==> config.mk <==
export PLATFORM = sky130hd
export DESIGN_NAME = dly_calib_capture_flat
export DESIGN_NICKNAME = d
export VERILOG_FILES = /design/src/rtl/dly_calib_capture_pkg.sv /design/src/rtl/dly_calib_capture_if.sv /design/src/rtl/dly_calib_capture_regfile.sv /design/src/rtl/dly_calib_capture.sv /design/src/flat_wrapper.sv
export SDC_FILE = /design/constraint.sdc
export NUM_CORES = 1
export LEC_CHECK = 0
export BUFFER_PORTS_ARGS = -buffer_cell sky130_fd_sc_hd__buf_2
export CAP_MARGIN = 20
export CORE_ASPECT_RATIO = 0.5
export CORE_MARGIN = 1
export CORE_UTILIZATION = 55
export CTS_BUF_LIST = sky130_fd_sc_hd__clkbuf_8
export DETAILED_ROUTE_END_ITERATION = 8
export GPL_TIMING_DRIVEN = 0
export HOLD_SLACK_MARGIN = 0.1
export PLACE_DENSITY = 0.82
export SLEW_MARGIN = 20
export SYNTH_ARGS = -nofsm -noshare
export SYNTH_HDL_FRONTEND = slang
export SYNTH_HIERARCHICAL = 1
export SYNTH_SLANG_ARGS = --single-unit
==> constraint.sdc <==
create_clock -name clk_div_enable -period 4.8 [get_ports clk_div_enable]
set_input_delay 0.24 -clock clk_div_enable [delete_from_list [all_inputs] [get_ports clk_div_enable]]
set_output_delay 0.24 -clock clk_div_enable [all_outputs]
set_load 0.1 [all_outputs]
==> src/rtl/dly_calib_capture_pkg.sv <==
// Shared constants, state encoding and saturating helpers for the
// delay-line calibration capture block.
// Optional feature macro: DLY_CALIB_MINMAX_EN (adds min/max code tracking).
package dly_calib_capture_pkg;

    localparam int BITS_FINE       = 8;
    localparam int BITS_DLY_SWITCH = 25;
    localparam int CNT_DLY_CALIB   = 5;
    localparam int TIMEOUT         = 6;
    localparam int BITS_SUM        = BITS_FINE + CNT_DLY_CALIB;
    localparam int CALIB_PERIOD    = 8;
    localparam int TIMER_W         = 3;

    // Controller command codes shared with the calibration sequencer.
    localparam logic [1:0] CMD_NOP       = 2'b00;
    localparam logic [1:0] CMD_DLY_CALIB = 2'b01;
    localparam logic [1:0] CMD_PIX_CALIB = 2'b10;
    localparam logic [1:0] CMD_RUN       = 2'b11;

    // Capture state encodings as seen by the controller status readback.
    localparam logic [1:0] ST_IDLE     = 2'b00;
    localparam logic [1:0] ST_ARMED    = 2'b01;
    localparam logic [1:0] ST_WAIT_RES = 2'b10;
    localparam logic [1:0] ST_DONE     = 2'b11;

    typedef enum logic [1:0] {
        IDLE     = ST_IDLE,
        ARMED    = ST_ARMED,
        WAIT_RES = ST_WAIT_RES,
        DONE     = ST_DONE
    } calib_state_t;

    // Highest legal register-file index and the last timer value before a miss.
    localparam logic [CNT_DLY_CALIB-1:0] LAST_ENTRY = CNT_DLY_CALIB'(BITS_DLY_SWITCH - 1);
    localparam logic [TIMER_W-1:0]       TIMER_LAST = TIMER_W'(TIMEOUT - 1);

    // Count-style statistics stop at all-ones instead of wrapping.
    function automatic logic [CNT_DLY_CALIB-1:0] sat_inc_cnt(input logic [CNT_DLY_CALIB-1:0] value);
        logic [CNT_DLY_CALIB-1:0] result;
        result = (&value) ? value : value + 1'b1;
        return result;
    endfunction

    // Accumulator add that clamps at all-ones on carry out.
    function automatic logic [BITS_SUM-1:0] sat_add_sum(input logic [BITS_SUM-1:0] sum,
                                                        input logic [BITS_FINE-1:0] code);
        logic [BITS_SUM:0] wide;
        wide = {1'b0, sum} + {{(BITS_SUM + 1 - BITS_FINE){1'b0}}, code};
        return wide[BITS_SUM] ? {BITS_SUM{1'b1}} : wide[BITS_SUM-1:0];
    endfunction

endpackage

==> src/rtl/dly_calib_capture_if.sv <==
// Bus bundle between the calibration controller / pulse generator / TDC
// (master side) and the capture block (slave side).
// Optional feature macro: DLY_CALIB_MINMAX_EN (adds calib_min / calib_max).
interface dly_calib_capture_if;
    import dly_calib_capture_pkg::*;

    logic                      cs_dly_calib;
    logic                      calib_dly;
    logic                      finish_dly_calib;
    logic [CNT_DLY_CALIB-1:0]  cnt_calib_dlyj;
    logic                      tdc_valid;
    logic [BITS_FINE-1:0]      tdc_fine;
    logic [CNT_DLY_CALIB-1:0]  rd_addr;
    logic [BITS_FINE:0]        rd_data;
    logic [BITS_SUM-1:0]       calib_sum;
    logic [CNT_DLY_CALIB-1:0]  calib_n;
    logic [CNT_DLY_CALIB-1:0]  calib_miss;
    logic                      calib_err;
    logic                      calib_busy;
    logic                      calib_done;
`ifdef DLY_CALIB_MINMAX_EN
    logic [BITS_FINE-1:0]      calib_min;
    logic [BITS_FINE-1:0]      calib_max;

    modport master (
        output cs_dly_calib, calib_dly, finish_dly_calib, cnt_calib_dlyj,
               tdc_valid, tdc_fine, rd_addr,
        input  rd_data, calib_sum, calib_n, calib_miss, calib_err,
               calib_busy, calib_done, calib_min, calib_max
    );

    modport slave (
        input  cs_dly_calib, calib_dly, finish_dly_calib, cnt_calib_dlyj,
               tdc_valid, tdc_fine, rd_addr,
        output rd_data, calib_sum, calib_n, calib_miss, calib_err,
               calib_busy, calib_done, calib_min, calib_max
    );
`else
    modport master (
        output cs_dly_calib, calib_dly, finish_dly_calib, cnt_calib_dlyj,
               tdc_valid, tdc_fine, rd_addr,
        input  rd_data, calib_sum, calib_n, calib_miss, calib_err,
               calib_busy, calib_done
    );

    modport slave (
        input  cs_dly_calib, calib_dly, finish_dly_calib, cnt_calib_dlyj,
               tdc_valid, tdc_fine, rd_addr,
        output rd_data, calib_sum, calib_n, calib_miss, calib_err,
               calib_busy, calib_done
    );
`endif

endinterface

==> src/rtl/dly_calib_capture_regfile.sv <==
// Per-step code storage: one entry per calibration pulse, each holding a
// valid bit and the captured fine code. Single write port, registered read
// port, and a clear-all-valid strobe used when a new run is armed.
module dly_calib_regfile
    import dly_calib_capture_pkg::*;
(
    input  logic                     clk_div_enable,
    input  logic                     rst_n,
    input  logic                     clr_valid,
    input  logic                     wr_en,
    input  logic [CNT_DLY_CALIB-1:0] wr_addr,
    input  logic [BITS_FINE-1:0]     wr_code,
    input  logic [CNT_DLY_CALIB-1:0] rd_addr,
    output logic [BITS_FINE:0]       rd_data
);

    logic [BITS_FINE-1:0]       code_mem [BITS_DLY_SWITCH];
    logic [BITS_DLY_SWITCH-1:0] entry_valid;
    logic                       wr_in_range;
    logic                       rd_in_range;

    // Decode whether the write and read addresses land inside the file.
    always_comb begin
        wr_in_range = (wr_addr <= LAST_ENTRY);
        rd_in_range = (rd_addr <= LAST_ENTRY);
    end

    // Valid bits are the only state that must be clean after reset or re-arm.
    always_ff @(posedge clk_div_enable or negedge rst_n) begin
        if (!rst_n) begin
            entry_valid <= '0;
        end else if (clr_valid) begin
            entry_valid <= '0;
        end else if (wr_en && wr_in_range) begin
            entry_valid[wr_addr] <= 1'b1;
        end
    end

    // Code storage needs no reset since invalid entries always read back as zero.
    always_ff @(posedge clk_div_enable) begin
        if (wr_en && wr_in_range) begin
            code_mem[wr_addr] <= wr_code;
        end
    end

    // Registered read: invalid or out-of-range entries return all zeros.
    always_ff @(posedge clk_div_enable or negedge rst_n) begin
        if (!rst_n) begin
            rd_data <= '0;
        end else if (rd_in_range && entry_valid[rd_addr]) begin
            rd_data <= {1'b1, code_mem[rd_addr]};
        end else begin
            rd_data <= '0;
        end
    end

endmodule

==> src/rtl/dly_calib_capture.sv <==
// Receive-side partner of the delay-line calibration pulse generator.
// Tags each TDC result with its pulse index, stores it per step and keeps
// sum / count / miss statistics until the run is resolved.
// Optional feature macro: DLY_CALIB_MINMAX_EN (tracks min/max captured code).
module dly_calib_capture
    import dly_calib_capture_pkg::*;
(
    input  logic               clk_div_enable,
    input  logic               rst_n,
    dly_calib_capture_if.slave bus
);

    calib_state_t              state;
    logic                      cs_q;
    logic                      fin_seen;
    logic [CNT_DLY_CALIB-1:0]  tag;
    logic [TIMER_W-1:0]        timer;
    logic [BITS_SUM-1:0]       sum_q;
    logic [CNT_DLY_CALIB-1:0]  n_q;
    logic [CNT_DLY_CALIB-1:0]  miss_q;
    logic                      err_q;
    logic                      busy_q;
    logic                      done_q;
`ifdef DLY_CALIB_MINMAX_EN
    logic [BITS_FINE-1:0]      min_q;
    logic [BITS_FINE-1:0]      max_q;
`endif

    logic arm_start;
    logic aborting;
    logic cap_fire;
    logic cap_in_range;
    logic wr_en;

    // Arm on a rising select, abort on a dropped select, and classify captures.
    always_comb begin
        arm_start    = (state == IDLE) && bus.cs_dly_calib && !cs_q;
        aborting     = ((state == ARMED) || (state == WAIT_RES)) && !bus.cs_dly_calib;
        cap_fire     = (state == WAIT_RES) && !aborting && bus.tdc_valid;
        cap_in_range = (tag <= LAST_ENTRY);
        wr_en        = cap_fire && cap_in_range;
    end

    dly_calib_regfile u_regfile (
        .clk_div_enable (clk_div_enable),
        .rst_n          (rst_n),
        .clr_valid      (arm_start),
        .wr_en          (wr_en),
        .wr_addr        (tag),
        .wr_code        (bus.tdc_fine),
        .rd_addr        (bus.rd_addr),
        .rd_data        (bus.rd_data)
    );

    // Run controller: pulse tagging, result timeout, statistics and status flags.
    always_ff @(posedge clk_div_enable or negedge rst_n) begin
        if (!rst_n) begin
            state    <= IDLE;
            cs_q     <= 1'b0;
            fin_seen <= 1'b0;
            tag      <= '0;
            timer    <= '0;
            sum_q    <= '0;
            n_q      <= '0;
            miss_q   <= '0;
            err_q    <= 1'b0;
            busy_q   <= 1'b0;
            done_q   <= 1'b0;
`ifdef DLY_CALIB_MINMAX_EN
            min_q    <= {BITS_FINE{1'b1}};
            max_q    <= '0;
`endif
        end else begin
            cs_q <= bus.cs_dly_calib;

            if ((state != IDLE) && bus.finish_dly_calib) begin
                fin_seen <= 1'b1;
            end

            if (wr_en) begin
                sum_q <= sat_add_sum(sum_q, bus.tdc_fine);
                n_q   <= sat_inc_cnt(n_q);
`ifdef DLY_CALIB_MINMAX_EN
                if (bus.tdc_fine < min_q) begin
                    min_q <= bus.tdc_fine;
                end
                if (bus.tdc_fine > max_q) begin
                    max_q <= bus.tdc_fine;
                end
`endif
            end

            if (cap_fire && !cap_in_range) begin
                err_q <= 1'b1;
            end

            case (state)
                IDLE: begin
                    if (arm_start) begin
                        state    <= ARMED;
                        busy_q   <= 1'b1;
                        done_q   <= 1'b0;
                        fin_seen <= 1'b0;
                        sum_q    <= '0;
                        n_q      <= '0;
                        miss_q   <= '0;
                        err_q    <= 1'b0;
`ifdef DLY_CALIB_MINMAX_EN
                        min_q    <= {BITS_FINE{1'b1}};
                        max_q    <= '0;
`endif
                    end
                end

                ARMED: begin
                    if (aborting) begin
                        state  <= IDLE;
                        busy_q <= 1'b0;
                    end else if (bus.calib_dly) begin
                        tag   <= bus.cnt_calib_dlyj;
                        timer <= '0;
                        state <= WAIT_RES;
                    end else begin
                        if (bus.tdc_valid) begin
                            err_q <= 1'b1;
                        end
                        if (fin_seen) begin
                            state  <= DONE;
                            busy_q <= 1'b0;
                            done_q <= 1'b1;
                        end
                    end
                end

                WAIT_RES: begin
                    if (aborting) begin
                        state  <= IDLE;
                        busy_q <= 1'b0;
                    end else if (bus.calib_dly) begin
                        if (!bus.tdc_valid) begin
                            miss_q <= sat_inc_cnt(miss_q);
                        end
                        tag   <= bus.cnt_calib_dlyj;
                        timer <= '0;
                    end else if (bus.tdc_valid) begin
                        state <= ARMED;
                    end else if (timer == TIMER_LAST) begin
                        miss_q <= sat_inc_cnt(miss_q);
                        state  <= ARMED;
                    end else begin
                        timer <= timer + 1'b1;
                    end
                end

                DONE: begin
                    if (!bus.cs_dly_calib) begin
                        state  <= IDLE;
                        done_q <= 1'b0;
                    end
                end

                default: begin
                    state <= IDLE;
                end
            endcase
        end
    end

    assign bus.calib_sum  = sum_q;
    assign bus.calib_n    = n_q;
    assign bus.calib_miss = miss_q;
    assign bus.calib_err  = err_q;
    assign bus.calib_busy = busy_q;
    assign bus.calib_done = done_q;
`ifdef DLY_CALIB_MINMAX_EN
    assign bus.calib_min  = min_q;
    assign bus.calib_max  = max_q;
`endif

endmodule
==> src/flat_wrapper.sv <==
// flat-port wrapper written by rule: the top's interface ports become plain ports
module dly_calib_capture_flat import dly_calib_capture_pkg::*;
  (clk_div_enable, rst_n, bus_cs_dly_calib, bus_calib_dly, bus_finish_dly_calib, bus_cnt_calib_dlyj, bus_tdc_valid, bus_tdc_fine, bus_rd_addr, bus_rd_data, bus_calib_sum, bus_calib_n, bus_calib_miss, bus_calib_err, bus_calib_busy, bus_calib_done);
  dly_calib_capture_if bus_i ();
  input  logic clk_div_enable;
  input  logic rst_n;
  input wire logic [$bits(bus_i.cs_dly_calib)-1:0] bus_cs_dly_calib;
  input wire logic [$bits(bus_i.calib_dly)-1:0] bus_calib_dly;
  input wire logic [$bits(bus_i.finish_dly_calib)-1:0] bus_finish_dly_calib;
  input wire logic [$bits(bus_i.cnt_calib_dlyj)-1:0] bus_cnt_calib_dlyj;
  input wire logic [$bits(bus_i.tdc_valid)-1:0] bus_tdc_valid;
  input wire logic [$bits(bus_i.tdc_fine)-1:0] bus_tdc_fine;
  input wire logic [$bits(bus_i.rd_addr)-1:0] bus_rd_addr;
  output wire logic [$bits(bus_i.rd_data)-1:0] bus_rd_data;
  output wire logic [$bits(bus_i.calib_sum)-1:0] bus_calib_sum;
  output wire logic [$bits(bus_i.calib_n)-1:0] bus_calib_n;
  output wire logic [$bits(bus_i.calib_miss)-1:0] bus_calib_miss;
  output wire logic [$bits(bus_i.calib_err)-1:0] bus_calib_err;
  output wire logic [$bits(bus_i.calib_busy)-1:0] bus_calib_busy;
  output wire logic [$bits(bus_i.calib_done)-1:0] bus_calib_done;
  assign bus_i.cs_dly_calib = bus_cs_dly_calib;
  assign bus_i.calib_dly = bus_calib_dly;
  assign bus_i.finish_dly_calib = bus_finish_dly_calib;
  assign bus_i.cnt_calib_dlyj = bus_cnt_calib_dlyj;
  assign bus_i.tdc_valid = bus_tdc_valid;
  assign bus_i.tdc_fine = bus_tdc_fine;
  assign bus_i.rd_addr = bus_rd_addr;
  assign bus_rd_data = bus_i.rd_data;
  assign bus_calib_sum = bus_i.calib_sum;
  assign bus_calib_n = bus_i.calib_n;
  assign bus_calib_miss = bus_i.calib_miss;
  assign bus_calib_err = bus_i.calib_err;
  assign bus_calib_busy = bus_i.calib_busy;
  assign bus_calib_done = bus_i.calib_done;
  dly_calib_capture u_core (.clk_div_enable(clk_div_enable), .rst_n(rst_n), .bus(bus_i));
endmodule
## Yosys cells after proc, flatten, opt, wreduce, memory -nomap -nowiden

Memory sizes are Yosys's and may differ from the RTL's.
Index checks and enable logic that the tools add are counted.

| storage, ports and cells | value |
|---|---|
| register bits | 72 |
| bits in writable memories | 200 |
| bits of input ports | 24 |
| output and inout port bits | 35 |
| word-level logic and storage cells | 141 |
| memories kept | 1 |

| operators by class | value |
|---|---|
| add/sub/neg operators | 4 |
| magnitude comparators | 5 |
| equality and inequality tests | 21 |
| multiplexer cells | 63 |
| bitwise logic cells | 2 |
| reduce and logical (&&, ||, !) cells | 32 |

Memory list:

| memory | words | bits a word | read ports | clocked after memory_dff | wr ports | line | source |
|---|---|---|---|---|---|---|---|
| u_core.u_regfile.code_mem | 25 | 8 | 1 | 0 | 1 | dly_calib_capture_regfile.sv:17 | `logic [BITS_FINE-1:0] code_mem [BITS_DLY_SWITCH];` |

Operators by type and width:

| kind | number |
|---|---|
| 5-bit 2-to-1 mux | 11 |
| 13-bit 2-to-1 mux | 4 |
| 25-bit 2-to-1 mux | 2 |
| 25-bit OR | 1 |
| 5-bit AND reduction | 5 |
| 1-bit 2-to-1 mux | 22 |
| 2-bit 2-to-1 mux | 9 |
| 3-bit 2-to-1 mux | 6 |
| 13-bit by 8-bit adder with 14-bit output | 1 |
| 5-bit by 6-bit < comparator with 1-bit output, second input constant | 2 |
| 2-bit inequality test, second input constant | 6 |
| 6-bit AND reduction | 2 |
| 1-bit logical AND | 11 |
| 5-bit by 1-bit adder with 5-bit output, second input constant | 2 |
| 5-bit <= comparator, second input constant | 2 |
| 5-bit case mux with 2 select lines | 1 |
| 9-bit 2-to-1 mux | 1 |
| 3-bit inequality test, second input constant | 3 |
| 2-bit case mux with 4 select lines | 1 |
| 2-bit nonzero test | 4 |
| 2-bit by 1-bit inequality test with 1-bit output, second input constant | 3 |
| 3-bit by 2-bit inequality test with 1-bit output, second input constant | 2 |
| 1-bit case mux with 3 select lines | 2 |
| 3-bit case mux with 2 select lines | 1 |
| 18 further kinds | 23 |

## Longest topological paths before layout

| logic depth | value |
|---|---|
| depth in word-level cells | 12 |
| gate-level depth with buffers | 10 |
| mapped depth without buffers | 9 |

## Cells and area by module

Netlist, hierarchy kept.

Modules (own cells, without submodules):

| module | instances | cells an instance | area each (um^2) | seq. area each (um^2) |
|---|---|---|---|---|
| dly_calib_regfile | 1 | 565 | 9377.7 | 6856.6 |
| dly_calib_capture | 1 | 237 | 2293.4 | 950.9 |

## Least setup slack after synthesis

OpenSTA, ideal clock, no wires.

| timing path | value |
|---|---|
| kind | flip-flop to flip-flop |
| start | register u_core.sum_q[0], in the netlist u_core/bus.calib_sum[0] |
| end | register u_core.sum_q[12], in the netlist u_core/bus.calib_sum[12] |
| library setup time | 0.125 ns |
| arrival | 2.620 ns |
| slack | 2.055 ns |
| cell stages (with the launch flop) | 10 |
| path buffers | 0 |
| period minus slack after synthesis | 2.745 ns |
| cell sequence | dfrtp_1 ha_1 inv_1 fa_1 and2b_1 o31a_2 o211ai_2 a211oi_1 xnor2_1 o21ai_1 |

| between the ends | value |
|---|---|
| longest elaborated chain between the ends | 5 |

RTL lines:

| item | line | source |
|---|---|---|
| start: declaration | dly_calib_capture.sv:18 | `logic [BITS_SUM-1:0] sum_q;` |
| start signal: assignment | dly_calib_capture.sv:81 | `sum_q <= sat_add_sum(sum_q, bus.tdc_fine);` |
| 13-bit by 8-bit adder with 14-bit output (*) | dly_calib_capture_pkg.sv:48 | `wide = {1'b0, sum} + {{(BITS_SUM + 1 - BITS_FINE){1'b0}}, code};` |
| 13-bit 2-to-1 mux (*) | dly_calib_capture_pkg.sv:49 | `return wide[BITS_SUM] ? {BITS_SUM{1'b1}} : wide[BITS_SUM-1:0];` |
| 13-bit 2-to-1 mux (*) | dly_calib_capture.sv:80 | `if (wr_en) begin` |
| 13-bit 2-to-1 mux | dly_calib_capture.sv:99 | `if (arm_start) begin` |
| 13-bit 2-to-1 mux (*) | dly_calib_capture.sv:97 | `case (state)` |

Mark *: on every way between the ends. The rest lies on a longest branch, timed or not.
A chain may end at the register's enable or synchronous reset.

## Worst setup path in the final report

| timing path | value |
|---|---|
| start | register u_core.tag[2] |
| end | memory u_core.u_regfile.code_mem[5][2], enable pin |

| between the ends | value |
|---|---|
| longest elaborated chain between the ends | 5 |

RTL lines:

| item | line | source |
|---|---|---|
| start: declaration | dly_calib_capture.sv:16 | `logic [CNT_DLY_CALIB-1:0] tag;` |
| start signal: assignment | dly_calib_capture.sv:120 | `tag <= bus.cnt_calib_dlyj;` |
| start signal: assignment | dly_calib_capture.sv:143 | `tag <= bus.cnt_calib_dlyj;` |
| 5-bit <= comparator | dly_calib_capture.sv:40 | `cap_in_range = (tag <= LAST_ENTRY);` |
| 1-bit logical AND | dly_calib_capture.sv:41 | `wr_en = cap_fire && cap_in_range;` |
| net u_core.wr_en | dly_calib_capture.sv:33 | `logic wr_en;` |
| 1-bit logical AND | dly_calib_capture_regfile.sv:41 | `if (wr_en && wr_in_range) begin` |
| 1-bit 2-to-1 mux | dly_calib_capture_regfile.sv:41 |  |
| 1-bit 2-to-1 mux (not written as such) | dly_calib_capture_regfile.sv:42 | `code_mem[wr_addr] <= wr_code;` |
| end: declaration | dly_calib_capture_regfile.sv:17 |  |

The timed path passes the listed nets, and every way through them passes these cells.

==> results.sh <==
export IMPL_grt_overflow_total=0
export IMPL_period_minus_slack_ns=3.36
export IMPL_worst_pin_slew_ns=1.14
export IMPL_synth_yosys_seq_area_share=0.669
export IMPL_power_total_mw=5.80
export IMPL_grt_max_degree=47
export IMPL_status="finished clean"
export IMPL_groute_usage_overall=0.242
export IMPL_yosys_most_used_dff="edfxtp_1"
export IMPL_vdd_ir_drop_max_mv=0.455
export IMPL_cp_arrival_ns=3.49
export IMPL_drt_initial_drc_count=812
export IMPL_start_kind="flip-flop"
export IMPL_worstPathCellList="o311ai_4 -> nand4_4 -> clkinv_2 -> buf_2 -> nand4b_1 -> nor2_1"
export IMPL_async_flop_share=0.265
export IMPL_ant_nets=0
export IMPL_initial_core_util=0.564
export IMPL_r2r_cells=6
export IMPL_dpl_hpwl_um=16800
export IMPL_setup_tns_final_ns=0
export IMPL_min_to="u_core/u_regfile/rd_data[8]"
export IMPL_clockRootBuffer="clkbuf_8"
export IMPL_endpoint_kind="flip-flop"
export IMPL_reg2reg_to="u_core/u_regfile/code_mem[5][2]"
export IMPL_port_buffers=57
export IMPL_r2r_slack_ns=1.44
export IMPL_min_path_cells=2
export IMPL_finalClockSkew_ns=0.0167
export IMPL_clk_path_buf_depth=3
export IMPL_reg2reg_from="u_core/tag[2]"
export IMPL_hold_start="bus_rd_addr[4]"
export IMPL_yosysWarnings=6
export IMPL_dp_cells=1133
export IMPL_drive_above_1_share=0.182
export IMPL_ys_types=68
export IMPL_vias=7418
export IMPL_syn_cell_area_um2=11700
export IMPL_core_area_um2=20700
export IMPL_avgSynthCellArea_um2=14.6
export IMPL_first_global_vias=7160
export IMPL_cts_resized_gates=0
export IMPL_die_w_um=208
export IMPL_stdcell_count=1212
export IMPL_required_ns=4.93
export IMPL_clk_pin_slew_ns=0.07
export IMPL_worst_path_buf_inv=2
export IMPL_clock_sinks=272
export IMPL_synth_edff_count=200
export IMPL_pin_count=59
export IMPL_setup_viol=0
export IMPL_numCtsBuffers=38
export IMPL_nNetsFinal=951
export IMPL_timing_fmax_ghz=0.298
export IMPL_post_cts_buffers=0
export IMPL_holdWs_ns=0.152
export IMPL_synthDominantCellAreaShare=0.515
export IMPL_viasPerCell=6.12
export IMPL_rsz0062_at_grt="false"
export IMPL_synth_cells=802
export IMPL_crit_family="simple AND/OR/NAND/NOR gates"
export IMPL_ys_seq_elements=272
export IMPL_hold_violations=0
export IMPL_crit_fanout=13
export IMPL_clock_latency_ns=0.53
export IMPL_slew_violations=0
export IMPL_gp_congestion=0.869
export IMPL_wl_per_cell_um=21.7
export IMPL_drv_cap=0
export IMPL_synth_largest_area_cell="edfxtp_1"
export IMPL_rows=37
export IMPL_final_cell_mix="edfxtp_1 (200), mux2i_1 (107), nor2_1 (79), dfrtp_1 (72), buf_2 (60)"
export IMPL_htreeDepth=2
export IMPL_slowest_stage="nor2_1"
export IMPL_yosys_top_cells_area="edfxtp_1 (51%), dfrtp_1 (15%), mux2i_1 (9.2%)"
export IMPL_layout_commonest_cell="edfxtp_1"
export IMPL_period_share=0.699
export IMPL_drcViolationCount=0
export IMPL_min_path_type="primary input to flip-flop"
export IMPL_totalWireLength_um=26300
export IMPL_areaGrowthSynthToFinish_pct=12.6
export IMPL_slew_headroom=0.237
export IMPL_grt_pass1_wl_um=40000
export IMPL_first_pass_iters=7
export IMPL_die_h_um=105
export IMPL_max_stage_delay_ns=0.99
export IMPL_path_class="flip-flop to flip-flop"
export IMPL_antenna_cells=0
export IMPL_p_per_area_nw_per_um2=441
export IMPL_power_leakage_nw=5.17
export IMPL_hold_buffers=9
export IMPL_antenna_found_initial=0
export IMPL_cts_tree="yes"
export IMPL_dieArea_um2=21800
export IMPL_synth_nets=844
layer usage:
metal	up-vias	global-route usage	wire length, µm
li1	3287	-	-
met1	3658	0.335	11200
met2	414	0.391	12200
met3	59	0.0484	2230
met4	0	0.0751	629
met5	-	0	0
Yosys cell counts (3+ instances only):
master / n
edfxtp_1: 200
mux2_2: 7
a31oi_1: 3
inv_1: 14
o21ba_2: 9
a21o_1: 3
buf_1: 3
a22oi_1: 25
nand4_1: 4
xor2_1: 5
o21a_1: 4
nand3b_1: 3
buf_4: 10
nor3_1: 12
nand3_2: 3
o22ai_1: 24
a211oi_1: 4
mux2i_1: 107
buf_6: 3
buf_2: 4
nand2_1: 28
a22o_1: 6
nand2b_1: 8
ha_1: 17
a221oi_1: 5
a21oi_1: 31
o21ai_0: 26
nor4b_2: 6
nor2_1: 79
nand3_1: 6
nor2b_1: 7
buf_12: 3
clkbuf_1: 9
nand4b_1: 3
xnor2_1: 4
dfrtp_1: 72
layout make-up:
type                    instances  area, µm²
repair buffers                 67        405
well taps                     273        342
plain buffers                  32        234
multi-input cells             483       3580
clock inverters                26        116
fillers                      1459       7550
clock buffers                  44        606
inverters                      15       57.6
flip-flops and latches        272       7810
registers in the layout (all words and copies together) (netlist names):
signal	cells
u_core/bus.calib_busy	1
u_core/bus.calib_done	1
u_core/bus.calib_err	1
u_core/bus.calib_miss	5
u_core/bus.calib_n	5
u_core/bus.calib_sum	13
u_core/cs_q	1
u_core/fin_seen	1
u_core/state	2
u_core/tag	5
u_core/timer	3
u_core/u_regfile/code_mem	200
u_core/u_regfile/entry_valid	25
u_core/u_regfile/rd_data	9
through the flow:
step	utilization	cell area (µm²)	setup WS, ns
after floorplan	-	11700	2.06
after global placement	0.594	12300	1.61
after detailed placement	0.596	12300	1.52
after CTS	0.635	13100	1.49
after global routing	0.635	13100	1.36
final	0.635	13100	1.44
logic make-up (layout without fill, tap and decap cells):
| kind of cell | count (synthesis) | count (layout) | synth area share |
|---|---|---|---|
| xor+xnor | 9 | 9 | 0.00675 |
| mux | 114 | 114 | 0.0985 |
| compound gates | 162 | 162 | 0.0992 |
| fa+ha+maj | 18 | 18 | 0.0199 |
| buf+inv | 47 | 184 | 0.0250 |
| flops | 272 | 272 | 0.669 |
| simple gates | 180 | 180 | 0.0817 |
worst max path at each step:
| stage | startpoint | end | cells past startpoint |
|---|---|---|---|
| after floorplan | u_core/bus.calib_sum[0] | u_core/bus.calib_sum[12] | 9 |
| after global placement | u_core/tag[2] | u_core/u_regfile/code_mem[5][7] | 6 |
| after detailed placement | u_core/tag[2] | u_core/u_regfile/code_mem[5][7] | 6 |
| after CTS | u_core/tag[2] | u_core/u_regfile/code_mem[5][5] | 6 |
| after global routing | u_core/tag[2] | u_core/u_regfile/code_mem[5][0] | 6 |
| final | u_core/tag[2] | u_core/u_regfile/code_mem[5][2] | 6 |
power breakdown:
| part | total [mW] | switching [mW] | internal (mW) | leakage (nW) |
|---|---|---|---|---|
| clock network | 1.69 | 0.840 | 0.845 | 0.416 |
| logic | 1.34 | 0.961 | 0.375 | 1.99 |
| registers | 2.78 | 0.138 | 2.64 | 2.76 |
(Power assumes the default switching activity.)
